### src/rtl/truth_table_scanner.sv
// Drives all eight {x,y,z} minterms, samples F1..F4 and checks them against expected tables.
// Defining TT_ERR_LOG_EN adds err_valid/err_idx/err_func, which log the first failing pair.
module truth_table_scanner #(
  parameter int unsigned SETTLE_CYC = 2,
  parameter logic [7:0]  EXP_F1     = 8'hBE,
  parameter logic [7:0]  EXP_F2     = 8'hBE,
  parameter logic [7:0]  EXP_F3     = 8'hBE,
  parameter logic [7:0]  EXP_F4     = 8'hBE
) (
  input  logic       clk,
  input  logic       rst,
  input  logic       start,
  input  logic [3:0] f_in,
  output logic       x,
  output logic       y,
  output logic       z,
  output logic       busy,
  output logic       done,
  output logic       pass,
  output logic [3:0] mismatch,
  output logic [7:0] f1_tt,
  output logic [7:0] f2_tt,
  output logic [7:0] f3_tt,
  output logic [7:0] f4_tt
`ifdef TT_ERR_LOG_EN
  ,
  output logic       err_valid,
  output logic [2:0] err_idx,
  output logic [1:0] err_func
`endif
);

  localparam logic [1:0] S_IDLE   = 2'd0;
  localparam logic [1:0] S_SETTLE = 2'd1;
  localparam logic [1:0] S_SAMPLE = 2'd2;
  localparam logic [1:0] S_DONE   = 2'd3;

  localparam logic [7:0] CNT_LAST = 8'(SETTLE_CYC - 1);

  logic [1:0]      state_q, state_d;
  logic [2:0]      idx_q, idx_d;
  logic [7:0]      cnt_q, cnt_d;
  logic [3:0][7:0] tt_q, tt_d;
  logic [3:0]      mis_q, mis_d;
  logic            pass_q, pass_d;
  logic [3:0][7:0] exp_tt;

  assign exp_tt = {EXP_F4, EXP_F3, EXP_F2, EXP_F1};

  always_comb begin
    state_d = state_q;
    idx_d   = idx_q;
    cnt_d   = cnt_q;
    tt_d    = tt_q;
    mis_d   = mis_q;
    pass_d  = pass_q;
    unique case (state_q)
      S_IDLE: begin
        if (start) begin
          idx_d   = 3'd0;
          cnt_d   = 8'd0;
          tt_d    = '0;
          mis_d   = 4'd0;
          pass_d  = 1'b0;
          state_d = S_SETTLE;
        end
      end
      S_SETTLE: begin
        cnt_d = cnt_q + 8'd1;
        if (cnt_q == CNT_LAST) state_d = S_SAMPLE;
      end
      S_SAMPLE: begin
        for (int k = 0; k < 4; k++) tt_d[k][idx_q] = f_in[k];
        if (idx_q == 3'd7) begin
          // Verdict is formed from the completed tables so it is valid with done
          for (int k = 0; k < 4; k++) mis_d[k] = (tt_d[k] != exp_tt[k]);
          pass_d  = ~|mis_d;
          state_d = S_DONE;
        end else begin
          idx_d   = idx_q + 3'd1;
          cnt_d   = 8'd0;
          state_d = S_SETTLE;
        end
      end
      S_DONE: state_d = S_IDLE;
      default: state_d = S_IDLE;
    endcase
  end

  always_ff @(posedge clk) begin
    if (rst) begin
      state_q <= S_IDLE;
      idx_q   <= 3'd0;
      cnt_q   <= 8'd0;
      tt_q    <= '0;
      mis_q   <= 4'd0;
      pass_q  <= 1'b0;
    end else begin
      state_q <= state_d;
      idx_q   <= idx_d;
      cnt_q   <= cnt_d;
      tt_q    <= tt_d;
      mis_q   <= mis_d;
      pass_q  <= pass_d;
    end
  end

  assign {x, y, z} = idx_q;
  assign busy      = (state_q == S_SETTLE) || (state_q == S_SAMPLE);
  assign done      = (state_q == S_DONE);
  assign pass      = pass_q;
  assign mismatch  = mis_q;
  assign f1_tt     = tt_q[0];
  assign f2_tt     = tt_q[1];
  assign f3_tt     = tt_q[2];
  assign f4_tt     = tt_q[3];

`ifdef TT_ERR_LOG_EN
  logic       errv_q, errv_d;
  logic [2:0] erri_q, erri_d;
  logic [1:0] errf_q, errf_d;

  always_comb begin
    errv_d = errv_q;
    erri_d = erri_q;
    errf_d = errf_q;
    if (state_q == S_IDLE && start) begin
      errv_d = 1'b0;
      erri_d = 3'd0;
      errf_d = 2'd0;
    end else if (state_q == S_SAMPLE && !errv_q) begin
      // Walk downwards so the lowest failing function is the one kept
      for (int k = 3; k >= 0; k--) begin
        if (f_in[k] != exp_tt[k][idx_q]) begin
          errv_d = 1'b1;
          erri_d = idx_q;
          errf_d = 2'(k);
        end
      end
    end
  end

  always_ff @(posedge clk) begin
    if (rst) begin
      errv_q <= 1'b0;
      erri_q <= 3'd0;
      errf_q <= 2'd0;
    end else begin
      errv_q <= errv_d;
      erri_q <= erri_d;
      errf_q <= errf_d;
    end
  end

  assign err_valid = errv_q;
  assign err_idx   = erri_q;
  assign err_func  = errf_q;
`endif

endmodule

### config.mk
export PLATFORM = sky130hd
export DESIGN_NAME = truth_table_scanner
export DESIGN_NICKNAME = d
export VERILOG_FILES = /design/src/rtl/truth_table_scanner.sv
export SDC_FILE = /design/constraint.sdc
export NUM_CORES = 1
export LEC_CHECK = 0
export CAP_MARGIN = 20
export CELL_PAD_IN_SITES_DETAIL_PLACEMENT = 1
export CELL_PAD_IN_SITES_GLOBAL_PLACEMENT = 2
export CORE_MARGIN = 3
export CORE_UTILIZATION = 32
export CTS_BUF_LIST = sky130_fd_sc_hd__clkbuf_8
export DETAILED_ROUTE_END_ITERATION = 7
export PLACE_DENSITY_LB_ADDON = 0.08
export SKIP_CTS_REPAIR_TIMING = 1
export SLEW_MARGIN = 40
export SYNTH_ARGS = -nofsm -noshare
export SYNTH_HDL_FRONTEND = slang
export SYNTH_SLANG_ARGS = --single-unit
### constraint.sdc
create_clock -name clk -period 2.68 [get_ports clk]
set_input_delay 0.536 -clock clk [delete_from_list [all_inputs] [get_ports clk]]
set_output_delay 0.536 -clock clk [all_outputs]
set_load 0.03 [all_outputs]
==> metrics.txt, run 1 <==
# TYPE chip_impl_metric gauge
chip_impl_info{name="critical_path.startpoint_type",value="register"} 1
chip_impl_metric{name="critical_path.max_fanout",unit=""} 26
chip_impl_info{name="timing.critical_path.mode_cell",value="nand3b_1"} 1
chip_impl_metric{name="max-clock-path-buffers",unit=""} 2
chip_impl_metric{name="worstSkewPairLatency",unit="ps"} 300
chip_impl_info{name="yosys-top-cells-area",value="dfxtp_1 36%, a22oi_1 10%, nor2_1 7.5%, ha_1 4.0%, nand2_1 3.6%"} 1
chip_impl_metric{name="power_leakage",unit="nW"} 1.25
chip_impl_info{name="hold_path_class",value="reg2reg"} 1
chip_impl_metric{name="detailed_place.area",unit="µm²"} 3520
chip_impl_metric{name="area_growth_syn_to_layout",unit="%"} 27.8
chip_impl_metric{name="max_stage_delay",unit="ps"} 690
chip_impl_metric{name="drtIter0Drc",unit=""} 159
chip_impl_metric{name="distinct_cell_type_count_after_synthesis",unit=""} 50
chip_impl_metric{name="seq_power_share",unit="%"} 40.2
chip_impl_metric{name="gp_routability_congestion",unit=""} 0.846
chip_impl_metric{name="finalSetupViolCount",unit=""} 0
chip_impl_metric{name="die-height",unit="µm"} 99.8
chip_impl_metric{name="final.min_clock_period",unit="ps"} 2370
chip_impl_metric{name="yosys_register_bits",unit=""} 50
chip_impl_metric{name="cts_htree_levels",unit=""} 2
chip_impl_metric{name="timing.critical_path.required",unit="ps"} 2910
chip_impl_info{name="synthFlopType",value="dfxtp_1"} 1
chip_impl_metric{name="start_util",unit="%"} 33.6
chip_impl_metric{name="grt_first_pass_wirelength",unit="mm"} 16.1
chip_impl_metric{name="synth_largest_type_area_fraction",unit="%"} 35.6
chip_impl_metric{name="setup-tns-final",unit="ps"} 0
chip_impl_metric{name="worst-slew-pin-transition",unit="ps"} 586
chip_impl_metric{name="slew_headroom",unit="%"} 60.5
chip_impl_info{name="slowest_stage",value="dfxtp_1"} 1
chip_impl_metric{name="synth-warning-count",unit=""} 0
chip_impl_info{name="cp_cell_sequence",value="buf_4 -> nand3b_1 -> nor2_1 -> nand2_1 -> a211oi_1 -> nand3b_1 -> o31ai_2"} 1
chip_impl_metric{name="totalPowerFinal",unit="W"} 0.00203
chip_impl_metric{name="num_rows",unit=""} 33
chip_impl_metric{name="power.clock.fraction",unit="%"} 20.6
chip_impl_metric{name="die_w",unit="µm"} 99.8
chip_impl_metric{name="timing.max_cap.violations",unit=""} 0
chip_impl_metric{name="syn-instance-count",unit=""} 353
chip_impl_metric{name="cts.clk_slew.worst_paths",unit="ps"} 90
chip_impl_metric{name="synth_sequential_area_ratio",unit="%"} 35.6
chip_impl_metric{name="worst_ep_arrival_time",unit="ps"} 2600
chip_impl_metric{name="insertedDiodeCount",unit=""} 0
chip_impl_metric{name="seq_area",unit="µm²"} 1000
chip_impl_metric{name="total_track_usage",unit="%"} 20.3
chip_impl_metric{name="p_per_area",unit="nW/µm²"} 563
chip_impl_metric{name="drt.antenna.violating_nets",unit=""} 0
chip_impl_metric{name="die_area",unit="µm²"} 9960
chip_impl_metric{name="detail_route.wl_per_cell",unit="µm"} 19.0
chip_impl_metric{name="setup_ws",unit="ps"} 310
chip_impl_metric{name="io_pins",unit=""} 49
chip_impl_metric{name="synth-edff-count",unit=""} 0
chip_impl_metric{name="switching_share",unit="%"} 40.1
chip_impl_metric{name="totalWireLength",unit="mm"} 9.79
chip_impl_metric{name="peakVddDrop",unit="mV"} 0.353
chip_impl_metric{name="fin_worst_skew",unit="ps"} 10.2
chip_impl_metric{name="tritoncts.num_buffers",unit=""} 5
chip_impl_info{name="most_instantiated_cells_after_synthesis",value="56 x nor2_1, 50 x dfxtp_1, 38 x a22oi_1"} 1
chip_impl_metric{name="synthArstFlopShare",unit="%"} 0
chip_impl_metric{name="drtPass1Iterations",unit=""} 4
chip_impl_metric{name="minimum_setup_slack_after_placement",unit="ps"} 114
chip_impl_metric{name="power_frac_comb",unit="%"} 39.2
chip_impl_metric{name="number_of_inserted_filler_cells_in_the_final_layout",unit=""} 1041
chip_impl_metric{name="layout-drive-gt1-share",unit="%"} 9.49
chip_impl_info{name="synth_top_area_cell",value="dfxtp_1"} 1
chip_impl_metric{name="design.final.nets",unit=""} 427
chip_impl_info{name="cts_root_buffer",value="clkbuf_8"} 1
chip_impl_metric{name="postLayoutCoreUtil",unit="%"} 42.9
chip_impl_metric{name="grt_antenna_before_repair",unit=""} 0
chip_impl_metric{name="first_global_vias",unit=""} 2953
chip_impl_metric{name="finish.instance_area",unit="µm²"} 3600
chip_impl_metric{name="synth.avg_cell_area",unit="µm²"} 7.98
chip_impl_metric{name="drv_slew",unit=""} 0
chip_impl_metric{name="vias",unit=""} 2878
chip_impl_metric{name="synth.net_count",unit=""} 369
chip_impl_metric{name="multi_input_combinational_cell_area",unit="µm²"} 1690
chip_impl_info{name="run_status",value="completed"} 1
chip_impl_metric{name="routed_via_density",unit=""} 5.58
chip_impl_info{name="setup_repair_after_global_routing_missed_its_margin",value="false"} 1
chip_impl_metric{name="grt_max_degree",unit=""} 28
chip_impl_info{name="setup.worst_path.class",value="reg2reg"} 1
chip_impl_metric{name="power.internal",unit="W"} 0.00121
chip_impl_metric{name="tcrit_tclk_final",unit="%"} 88.4
chip_impl_metric{name="fmax",unit="MHz"} 422
chip_impl_metric{name="mappedNetlistArea",unit="µm²"} 2820
chip_impl_info{name="worst_setup_path_end_kind",value="register"} 1
chip_impl_metric{name="p_switching",unit="W"} 0.000812
chip_impl_metric{name="final-hold-violation-count",unit=""} 0
chip_impl_metric{name="detail_route.drc_violations",unit=""} 0
chip_impl_metric{name="io_buffers",unit=""} 48
chip_impl_metric{name="place_hpwl",unit="mm"} 7.28
chip_impl_metric{name="tritoncts_num_sinks",unit=""} 50
chip_impl_info{name="tritoncts_clock_tree",value="yes"} 1
chip_impl_metric{name="design.core.area",unit="µm²"} 8380
chip_impl_metric{name="globalRoute.totalOverflow",unit=""} 0
chip_impl_info{name="cell_with_the_most_instances_after_synthesis",value="nor2_1"} 1
## logic make-up (layout without fill, tap and decap cells)
kind of cell | Yosys count | count (layout) | synth area share (%)
AND/OR/NAND/NOR | 162 | 162 | 30.1
AO/OA/AOI/OAI | 96 | 96 | 24.0
flip-flops | 50 | 50 | 35.6
buffers and inverters | 30 | 88 | 4.36
adder cells (fa/ha/maj) | 9 | 9 | 4.00
XOR/XNOR | 5 | 5 | 1.56
multiplexers | 1 | 1 | 0.400
## per-layer routing
layer | share of wire (%) | vias up | wire, µm | global-route usage [%]
met5 | 0 | - | 0 | 0
met4 | 1.6 | 0 | 159 | 5.15
met3 | 3.6 | 13 | 350 | 3.20
met2 | 44 | 61 | 4260 | 31.2
met1 | 51 | 1399 | 5020 | 29.6
li1 | - | 1405 | - | -
## cell usage in the layout (no fill, tap or decap), types with 2 or more instances in the layout
master and count:
a211oi_1 3, a21o_1 3, a21oi_1 9, a22oi_1 38, a31oi_1 2, a32o_1 2, a32oi_1 4, and2_1 5
and3_1 7, and3b_1 4, buf_4 25, clkbuf_8 5, clkdlybuf4s50_1 48, dfxtp_1 50, ha_1 9, inv_1 10
nand2_1 27, nand2b_1 5, nand3_1 11, nand3b_1 8, nand4_1 7, nand4b_1 2, nor2_1 56, nor2b_1 8
nor3_1 5, nor3b_1 5, o211ai_1 5, o21ai_0 18, o21bai_1 2, o41ai_1 2, or3_1 2, or3b_1 3
or3b_2 2, xor2_1 4
## worst paths after layout
path,to,depth (start not counted),from,slack (ps)
worst max register to register,pass,7,idx_q[1],310
worst min register to register,mismatch[1],2,mismatch[1],470
worst min-delay path,mismatch[1],2,mismatch[1],470
worst max-delay path,pass,7,idx_q[1],310
## registers in the layout, indices dropped and copies added (netlist names)
| name | count |
|---|---|
| f2_tt | 8 |
| mismatch | 4 |
| f1_tt | 8 |
| f4_tt | 8 |
| idx_q | 3 |
| state_q | 2 |
| pass | 1 |
| cnt_q | 8 |
| f3_tt | 8 |
## power groups by stage
stage | combinational (W) | clock [W] | sequential (W)
2_1_floorplan | 0.000441 | 0 | 0.000834
5_1_grt | 0.000879 | 0.000469 | 0.000821
6_report | 0.000794 | 0.000416 | 0.000814
3_5_place_dp | 0.000797 | 0 | 0.000832
3_3_place_gp | 0.000788 | 0 | 0.000828
4_1_cts | 0.000799 | 0.000435 | 0.000814
## metrics by stage
step | instances | hold WS, ps
4_1_cts | 516 | 468
2_1_floorplan | 353 | 453
5_1_grt | 516 | 493
3_3_place_gp | 509 | 448
3_5_place_dp | 509 | 452
6_report | 516 | 465
## worst max-delay path: cells and delay by family, from the launching register on
family / cells / cell delay, ps
compound gates: 2 / 660
simple gates: 4 / 570
buf+inv: 1 / 380
flops: 1 / 690
## cell type report
type | count | area share, %
clock inverters | 2 | 0.209
multi-input cells | 273 | 47.0
flip-flops and latches | 50 | 27.8
inverters | 8 | 0.834
clock buffers | 5 | 1.91
repair buffers | 73 | 18.6
well taps | 105 | 3.65
No activity file was read; power rests on OpenSTA's default activity.
==> inputs of run 2 (changes only) <==
- CORE_UTILIZATION: 32 -> 34
- clock period: 2.68 -> 3 ns (I/O delays scaled with it)
==> run 2 against run 1 <==
Net effect:
- power shrank 6.9%
- highest routed layer unchanged
- hold slack better by 18 ps
- combinational power decreased by 17%
- count of clock-buffer cells in the layout did not move
- clock power is 19% higher
- global-route usage is 0.16 points higher
- utilization up 2.2 points
- sequential share of layout area rose by 0.32 points
- first-iteration DRC count grew 22%
- final cell count shrank 2.5%
- flip-flop and latch count is the same
==> metrics.txt, run 2 (same netlist as run 1, synthesis figures left out) <==
# TYPE chip_impl_metric gauge
chip_impl_metric{name="insertedDiodeCount",unit=""} 0
chip_impl_metric{name="area_growth_syn_to_layout",unit="%"} 26.4
chip_impl_metric{name="setup-tns-final",unit="ps"} 0
chip_impl_metric{name="io_buffers",unit=""} 48
chip_impl_metric{name="total_track_usage",unit="%"} 20.5
chip_impl_metric{name="max_stage_delay",unit="ps"} 800
chip_impl_metric{name="globalRoute.totalOverflow",unit=""} 0
chip_impl_metric{name="start_util",unit="%"} 35.7
chip_impl_metric{name="layout-drive-gt1-share",unit="%"} 7.73
chip_impl_metric{name="drtPass1Iterations",unit=""} 4
chip_impl_metric{name="buffering_stage_count_on_the_worst_path_with_inverters_included",unit=""} 1
chip_impl_metric{name="tritoncts.num_buffers",unit=""} 5
chip_impl_metric{name="routed_via_density",unit=""} 5.63
chip_impl_info{name="run_status",value="completed"} 1
chip_impl_metric{name="power_leakage",unit="nW"} 1.20
chip_impl_metric{name="cts.clk_slew.worst_paths",unit="ps"} 100
chip_impl_metric{name="instances_no_fill",unit=""} 503
chip_impl_metric{name="final.min_clock_period",unit="ps"} 2490
chip_impl_metric{name="timing.reg2reg.setup_slack",unit="ps"} 680
chip_impl_metric{name="timing.critical_path.required",unit="ps"} 2400
chip_impl_info{name="hold_path_class",value="reg2reg"} 1
chip_impl_metric{name="cts_htree_levels",unit=""} 2
chip_impl_info{name="critical_path.startpoint_type",value="register"} 1
chip_impl_info{name="setup.worst_path.class",value="reg2out"} 1
chip_impl_metric{name="grt_first_pass_wirelength",unit="mm"} 15.8
chip_impl_metric{name="finalSetupViolCount",unit=""} 0
chip_impl_metric{name="fmax",unit="MHz"} 401
chip_impl_info{name="cp_cell_sequence",value="clkdlybuf4s50_1"} 1
chip_impl_metric{name="tcrit_tclk_final",unit="%"} 83.0
chip_impl_metric{name="final-hold-violation-count",unit=""} 0
chip_impl_metric{name="die-height",unit="µm"} 97.0
chip_impl_metric{name="postLayoutCoreUtil",unit="%"} 45.1
chip_impl_metric{name="worst-slew-pin-transition",unit="ps"} 799
chip_impl_metric{name="p_per_area",unit="nW/µm²"} 530
chip_impl_metric{name="num_rows",unit=""} 32
chip_impl_metric{name="place_hpwl",unit="mm"} 7.18
chip_impl_info{name="worst_setup_path_end_kind",value="output pin"} 1
chip_impl_metric{name="totalWireLength",unit="mm"} 9.60
chip_impl_metric{name="drtIter0Drc",unit=""} 194
chip_impl_metric{name="detail_route.wl_per_cell",unit="µm"} 19.1
chip_impl_metric{name="design.final.nets",unit=""} 416
chip_impl_metric{name="number_of_inserted_filler_cells_in_the_final_layout",unit=""} 953
chip_impl_info{name="cts_root_buffer",value="clkbuf_8"} 1
chip_impl_metric{name="slew_headroom",unit="%"} 46.1
chip_impl_metric{name="io_pins",unit=""} 49
chip_impl_info{name="leading_cell_type_in_the_layout_fill_and_taps_excluded",value="nor2_1"} 1
chip_impl_metric{name="grt_antenna_before_repair",unit=""} 0
chip_impl_metric{name="dp_cells",unit=""} 495
chip_impl_metric{name="fin_worst_skew",unit="ps"} 8.53
chip_impl_metric{name="detail_route.drc_violations",unit=""} 0
chip_impl_metric{name="die_w",unit="µm"} 97.0
chip_impl_metric{name="peakVddDrop",unit="mV"} 0.223
chip_impl_metric{name="worstSkewPairLatency",unit="ps"} 310
chip_impl_metric{name="tritoncts_num_sinks",unit=""} 50
chip_impl_metric{name="drt.antenna.violating_nets",unit=""} 0
chip_impl_metric{name="critical_path.max_fanout",unit=""} 18
chip_impl_metric{name="timing.max_cap.violations",unit=""} 0
chip_impl_metric{name="max-clock-path-buffers",unit=""} 2
chip_impl_metric{name="first_global_vias",unit=""} 2898
chip_impl_info{name="slowest_stage",value="clkdlybuf4s50_1"} 1
chip_impl_info{name="setup_repair_after_global_routing_missed_its_margin",value="false"} 1
chip_impl_info{name="layout.cells.most_common_list",value="56 x nor2_1, 50 x dfxtp_1, 48 x clkdlybuf4s50_1"} 1
chip_impl_info{name="tritoncts_clock_tree",value="yes"} 1
chip_impl_metric{name="worst_hold_slack",unit="ps"} 484
chip_impl_metric{name="worst_ep_arrival_time",unit="ps"} 1890
chip_impl_metric{name="gp_routability_congestion",unit=""} 0.833
chip_impl_metric{name="grt_max_degree",unit=""} 30
chip_impl_metric{name="design.core.area",unit="µm²"} 7890
chip_impl_metric{name="vias",unit=""} 2830
chip_impl_metric{name="die_area",unit="µm²"} 9410
chip_impl_info{name="crit_family",value="buffers and inverters"} 1
chip_impl_metric{name="drv_slew",unit=""} 0
## run 2: cell count changes in the layout (fill, tap and decap cells not counted), sizes merged
cell	previous run	this run
bufinv	0	1
clkinv	0	2
buf	25	14
inv	10	8
## run 2: cell type report
class | count | area [µm²] | share of cell area (%)
clock buffers | 5 | 68.8 | 1.93
clock inverters | 3 | 40.0 | 1.13
inverters | 8 | 30.0 | 0.844
multi-input cells | 273 | 1690 | 47.6
flip-flops and latches | 50 | 1000 | 28.1
well taps | 102 | 128 | 3.59
repair buffers | 62 | 598 | 16.8
## run 2: worst register-to-register path: stages (launching register included)
cell and delay, ps:
dfxtp_1 780, nor3b_1 380, buf_4 190, a32oi_1 90, a32oi_1 260, o221a_2 270
nand3_2 60, o31ai_2 210
## run 2: metal layers
layer	routed length [µm]	share of wire, %	GRT usage, %
met4	61	0.64	3.02
met3	379	3.9	2.88
met2	4390	46	32.9
met5	0	0	0
met1	4770	50	29.7
## run 2: report_power, final
group | total [W] | leakage [nW] | internal [W] | switching (W)
Clock | 0.000496 | 0.0579 | 0.000246 | 0.000250
Sequential | 0.000730 | 0.403 | 0.000692 | 0.0000386
Combinational | 0.000659 | 0.743 | 0.000204 | 0.000455
## run 2: path summary, 6_finish.rpt
kind                     from           to  cells past startpoint
setup reg to reg     idx_q[2]         pass                      7
setup / recovery     idx_q[2]            x                      1
hold / removal    mismatch[1]  mismatch[1]                      2
hold reg to reg   mismatch[1]  mismatch[1]                      2
## run 2: per-stage QoR
stage | instance area [µm²] | setup WS (ps) | total power, W
after global placement | 3450 | 507 | 0.00140
final | 3560 | 509 | 0.00189
after detailed placement | 3450 | 453 | 0.00141
after floorplan | 2820 | 780 | 0.00114
after global routing | 3560 | 405 | 0.00200
after CTS | 3560 | 489 | 0.00190
==> inputs of run 3 (changes only) <==
- CORE_UTILIZATION: 34 -> 29
- clock period: 3 -> 2.1 ns (I/O delays scaled with it)
==> run 3 against run 2 <==
Net effect:
- clock power increased by 14%
- hold slack got worse by 27 ps
- non-clock buffer count increased by 31
- die area increased by 16%
- sequential power increased by 41%
- worst setup slack got worse by 400 ps
- global-route usage decreased by 2.1 points
- sequential share of layout area decreased by 1.9 points
- first-iteration DRC count decreased by 47%
- power increased by 42%
- final cell count increased by 11%
- flip-flop and latch count unchanged
- critical endpoint is now state_q[1]
- highest routed layer unchanged
==> metrics.txt, run 3 (same netlist as run 1, synthesis figures left out) <==
# TYPE chip_impl_metric gauge
chip_impl_metric{name="drv_slew",unit=""} 0
chip_impl_metric{name="routed_via_density",unit=""} 5.30
chip_impl_metric{name="die-height",unit="µm"} 105
chip_impl_metric{name="worst_ep_arrival_time",unit="ps"} 2180
chip_impl_metric{name="num_rows",unit=""} 35
chip_impl_metric{name="final-hold-violation-count",unit=""} 0
chip_impl_metric{name="p_per_area",unit="nW/µm²"} 693
chip_impl_metric{name="gp_routability_congestion",unit=""} 0.823
chip_impl_metric{name="design.core.area",unit="µm²"} 9330
chip_impl_metric{name="die_w",unit="µm"} 105
chip_impl_metric{name="drt.antenna.violating_nets",unit=""} 0
chip_impl_info{name="hold_path_class",value="reg2reg"} 1
chip_impl_metric{name="finish.instance_area",unit="µm²"} 3860
chip_impl_info{name="run_status",value="completed"} 1
chip_impl_metric{name="final.min_clock_period",unit="ps"} 1990
chip_impl_metric{name="grt_first_pass_wirelength",unit="mm"} 16.1
chip_impl_metric{name="tcrit_tclk_final",unit="%"} 94.8
chip_impl_metric{name="worstSkewPairLatency",unit="ps"} 300
chip_impl_metric{name="power.internal",unit="W"} 0.00163
chip_impl_metric{name="layout-drive-gt1-share",unit="%"} 17.0
chip_impl_metric{name="multi_input_combinational_cell_area",unit="µm²"} 1730
chip_impl_metric{name="timing.max_cap.violations",unit=""} 0
chip_impl_metric{name="tritoncts.num_buffers",unit=""} 5
chip_impl_metric{name="tritoncts_num_sinks",unit=""} 50
chip_impl_metric{name="hold_depth",unit=""} 2
chip_impl_metric{name="seq_power_share",unit="%"} 38.6
chip_impl_metric{name="worst-slew-pin-transition",unit="ps"} 622
chip_impl_metric{name="detail_route.wl_per_cell",unit="µm"} 17.8
chip_impl_metric{name="drtIter0Drc",unit=""} 102
chip_impl_metric{name="power_leakage",unit="nW"} 1.41
chip_impl_metric{name="setup-tns-final",unit="ps"} 0
chip_impl_metric{name="number_of_inserted_filler_cells_in_the_final_layout",unit=""} 1144
chip_impl_metric{name="peakVddDrop",unit="mV"} 0.611
chip_impl_metric{name="critical_path.max_fanout",unit=""} 3
chip_impl_metric{name="place_hpwl",unit="mm"} 7.72
chip_impl_metric{name="detailed_place.area",unit="µm²"} 3710
chip_impl_metric{name="grt_antenna_before_repair",unit=""} 0
chip_impl_metric{name="drtPass1Iterations",unit=""} 4
chip_impl_metric{name="reg2regPathDepth",unit=""} 8
chip_impl_metric{name="power_frac_comb",unit="%"} 40.2
chip_impl_metric{name="vias",unit=""} 2965
chip_impl_metric{name="insertedDiodeCount",unit=""} 0
chip_impl_metric{name="fmax",unit="MHz"} 502
chip_impl_metric{name="power.clock.fraction",unit="%"} 21.2
chip_impl_metric{name="die_area",unit="µm²"} 10900
chip_impl_info{name="setup.worst_path.class",value="reg2reg"} 1
chip_impl_metric{name="cts_htree_levels",unit=""} 2
chip_impl_metric{name="start_util",unit="%"} 30.2
chip_impl_metric{name="detail_route.drc_violations",unit=""} 0
chip_impl_metric{name="globalRoute.totalOverflow",unit=""} 0
chip_impl_metric{name="io_buffers",unit=""} 48
chip_impl_metric{name="first_global_vias",unit=""} 2964
chip_impl_info{name="cts_root_buffer",value="clkbuf_8"} 1
chip_impl_metric{name="slew_headroom",unit="%"} 58.1
chip_impl_metric{name="io_pins",unit=""} 49
chip_impl_metric{name="totalWireLength",unit="mm"} 9.96
chip_impl_metric{name="p_switching",unit="W"} 0.00104
chip_impl_info{name="leading_cell_type_in_the_layout_fill_and_taps_excluded",value="nor2_1"} 1
chip_impl_info{name="layout.cells.most_common_list",value="56 x nor2_1, 45 x dfxtp_1, 44 x clkdlybuf4s50_1, 44 x buf_4, 38 x a22oi_1"} 1
chip_impl_metric{name="finalSetupViolCount",unit=""} 0
chip_impl_info{name="critical_path.startpoint_type",value="register"} 1
chip_impl_metric{name="totalPowerFinal",unit="W"} 0.00267
chip_impl_metric{name="seq_area",unit="µm²"} 1010
chip_impl_metric{name="area_growth_syn_to_layout",unit="%"} 37.0
chip_impl_info{name="worst_setup_path_end_kind",value="register"} 1
chip_impl_metric{name="fin_worst_skew",unit="ps"} 8.95
chip_impl_info{name="tritoncts_clock_tree",value="yes"} 1
chip_impl_metric{name="grt_max_degree",unit=""} 21
chip_impl_metric{name="switching_share",unit="%"} 39.0
chip_impl_metric{name="total_track_usage",unit="%"} 18.4
chip_impl_metric{name="timing.critical_path.required",unit="ps"} 2290
chip_impl_metric{name="design.final.nets",unit=""} 447
chip_impl_metric{name="cts.clk_slew.worst_paths",unit="ps"} 90
chip_impl_metric{name="max-clock-path-buffers",unit=""} 2
-- run 3: changes by cell type in the layout (fill, tap and decap cells not counted), moves of 2 or more --
cell | before | now
buf_4 | 13 | 44
clkdlybuf4s50_1 | 48 | 44
clkinv_2 | 2 | 0
dfxtp_1 | 50 | 45
dfxtp_2 | 0 | 3
dfxtp_4 | 0 | 2
dlymetal6s2s_1 | 0 | 3
nor2b_1 | 8 | 6
nor2b_2 | 0 | 2
nor3b_1 | 5 | 3
nor3b_2 | 0 | 2
-- run 3: final cells by class --
class                           instances  area share [%]
Timing Repair Buffer                   93            21.8
Clock buffer                            6            2.14
Inverter                                8           0.778
Tap cell                              129            4.18
Sequential cell                        50            26.2
Multi-Input combinational cell        273            44.9
-- run 3: worst max-delay path, stage by stage, from the launching register on --
cell and delay, ps:
dfxtp_1 320, inv_1 50, ha_1 120, or4b_2 600
o41ai_2 280, buf_4 180, nand2_1 80, o21ai_0 170
a21oi_1 80
-- run 3: through the flow --
step / utilization (%) / hold WS [ps] / worst slack, ps / instances
6_report: 41.4 / 457 / 110 / 559
4_1_cts: 40.6 / 465 / -118 / 557
3_5_place_dp: 39.7 / 454 / -189 / 551
5_1_grt: 41.4 / 488 / -8.49 / 559
3_3_place_gp: 39.7 / 449 / -132 / 551
2_1_floorplan: - / 453 / 15.2 / 353
-- run 3: path summary, 6_finish.rpt --
check,endpoint,slack [ps],from
max reg2reg,state_q[1],110,cnt_q[1]
min reg2reg,mismatch[2],460,mismatch[2]
min,mismatch[2],460,mismatch[2]
max,state_q[1],110,cnt_q[1]
-- run 3: per-layer routing --
metal  vias to the layer above  track usage (%)  wire (µm)
li1                       1445                -          -
met1                      1459             26.2       4910
met2                        53             29.3       4640
met3                         8             2.67        317
met4                         0             3.89         99
met5                         -                0          0
-- run 3: power by group through the flow --
stage | clock (W) | combinational (W) | sequential, W
after floorplan | 0 | 0.000567 | 0.00106
after global placement | 0 | 0.00106 | 0.00105
after detailed placement | 0 | 0.00107 | 0.00105
after CTS | 0.000596 | 0.00107 | 0.00103
after global routing | 0.000641 | 0.00119 | 0.00104
final | 0.000567 | 0.00107 | 0.00103
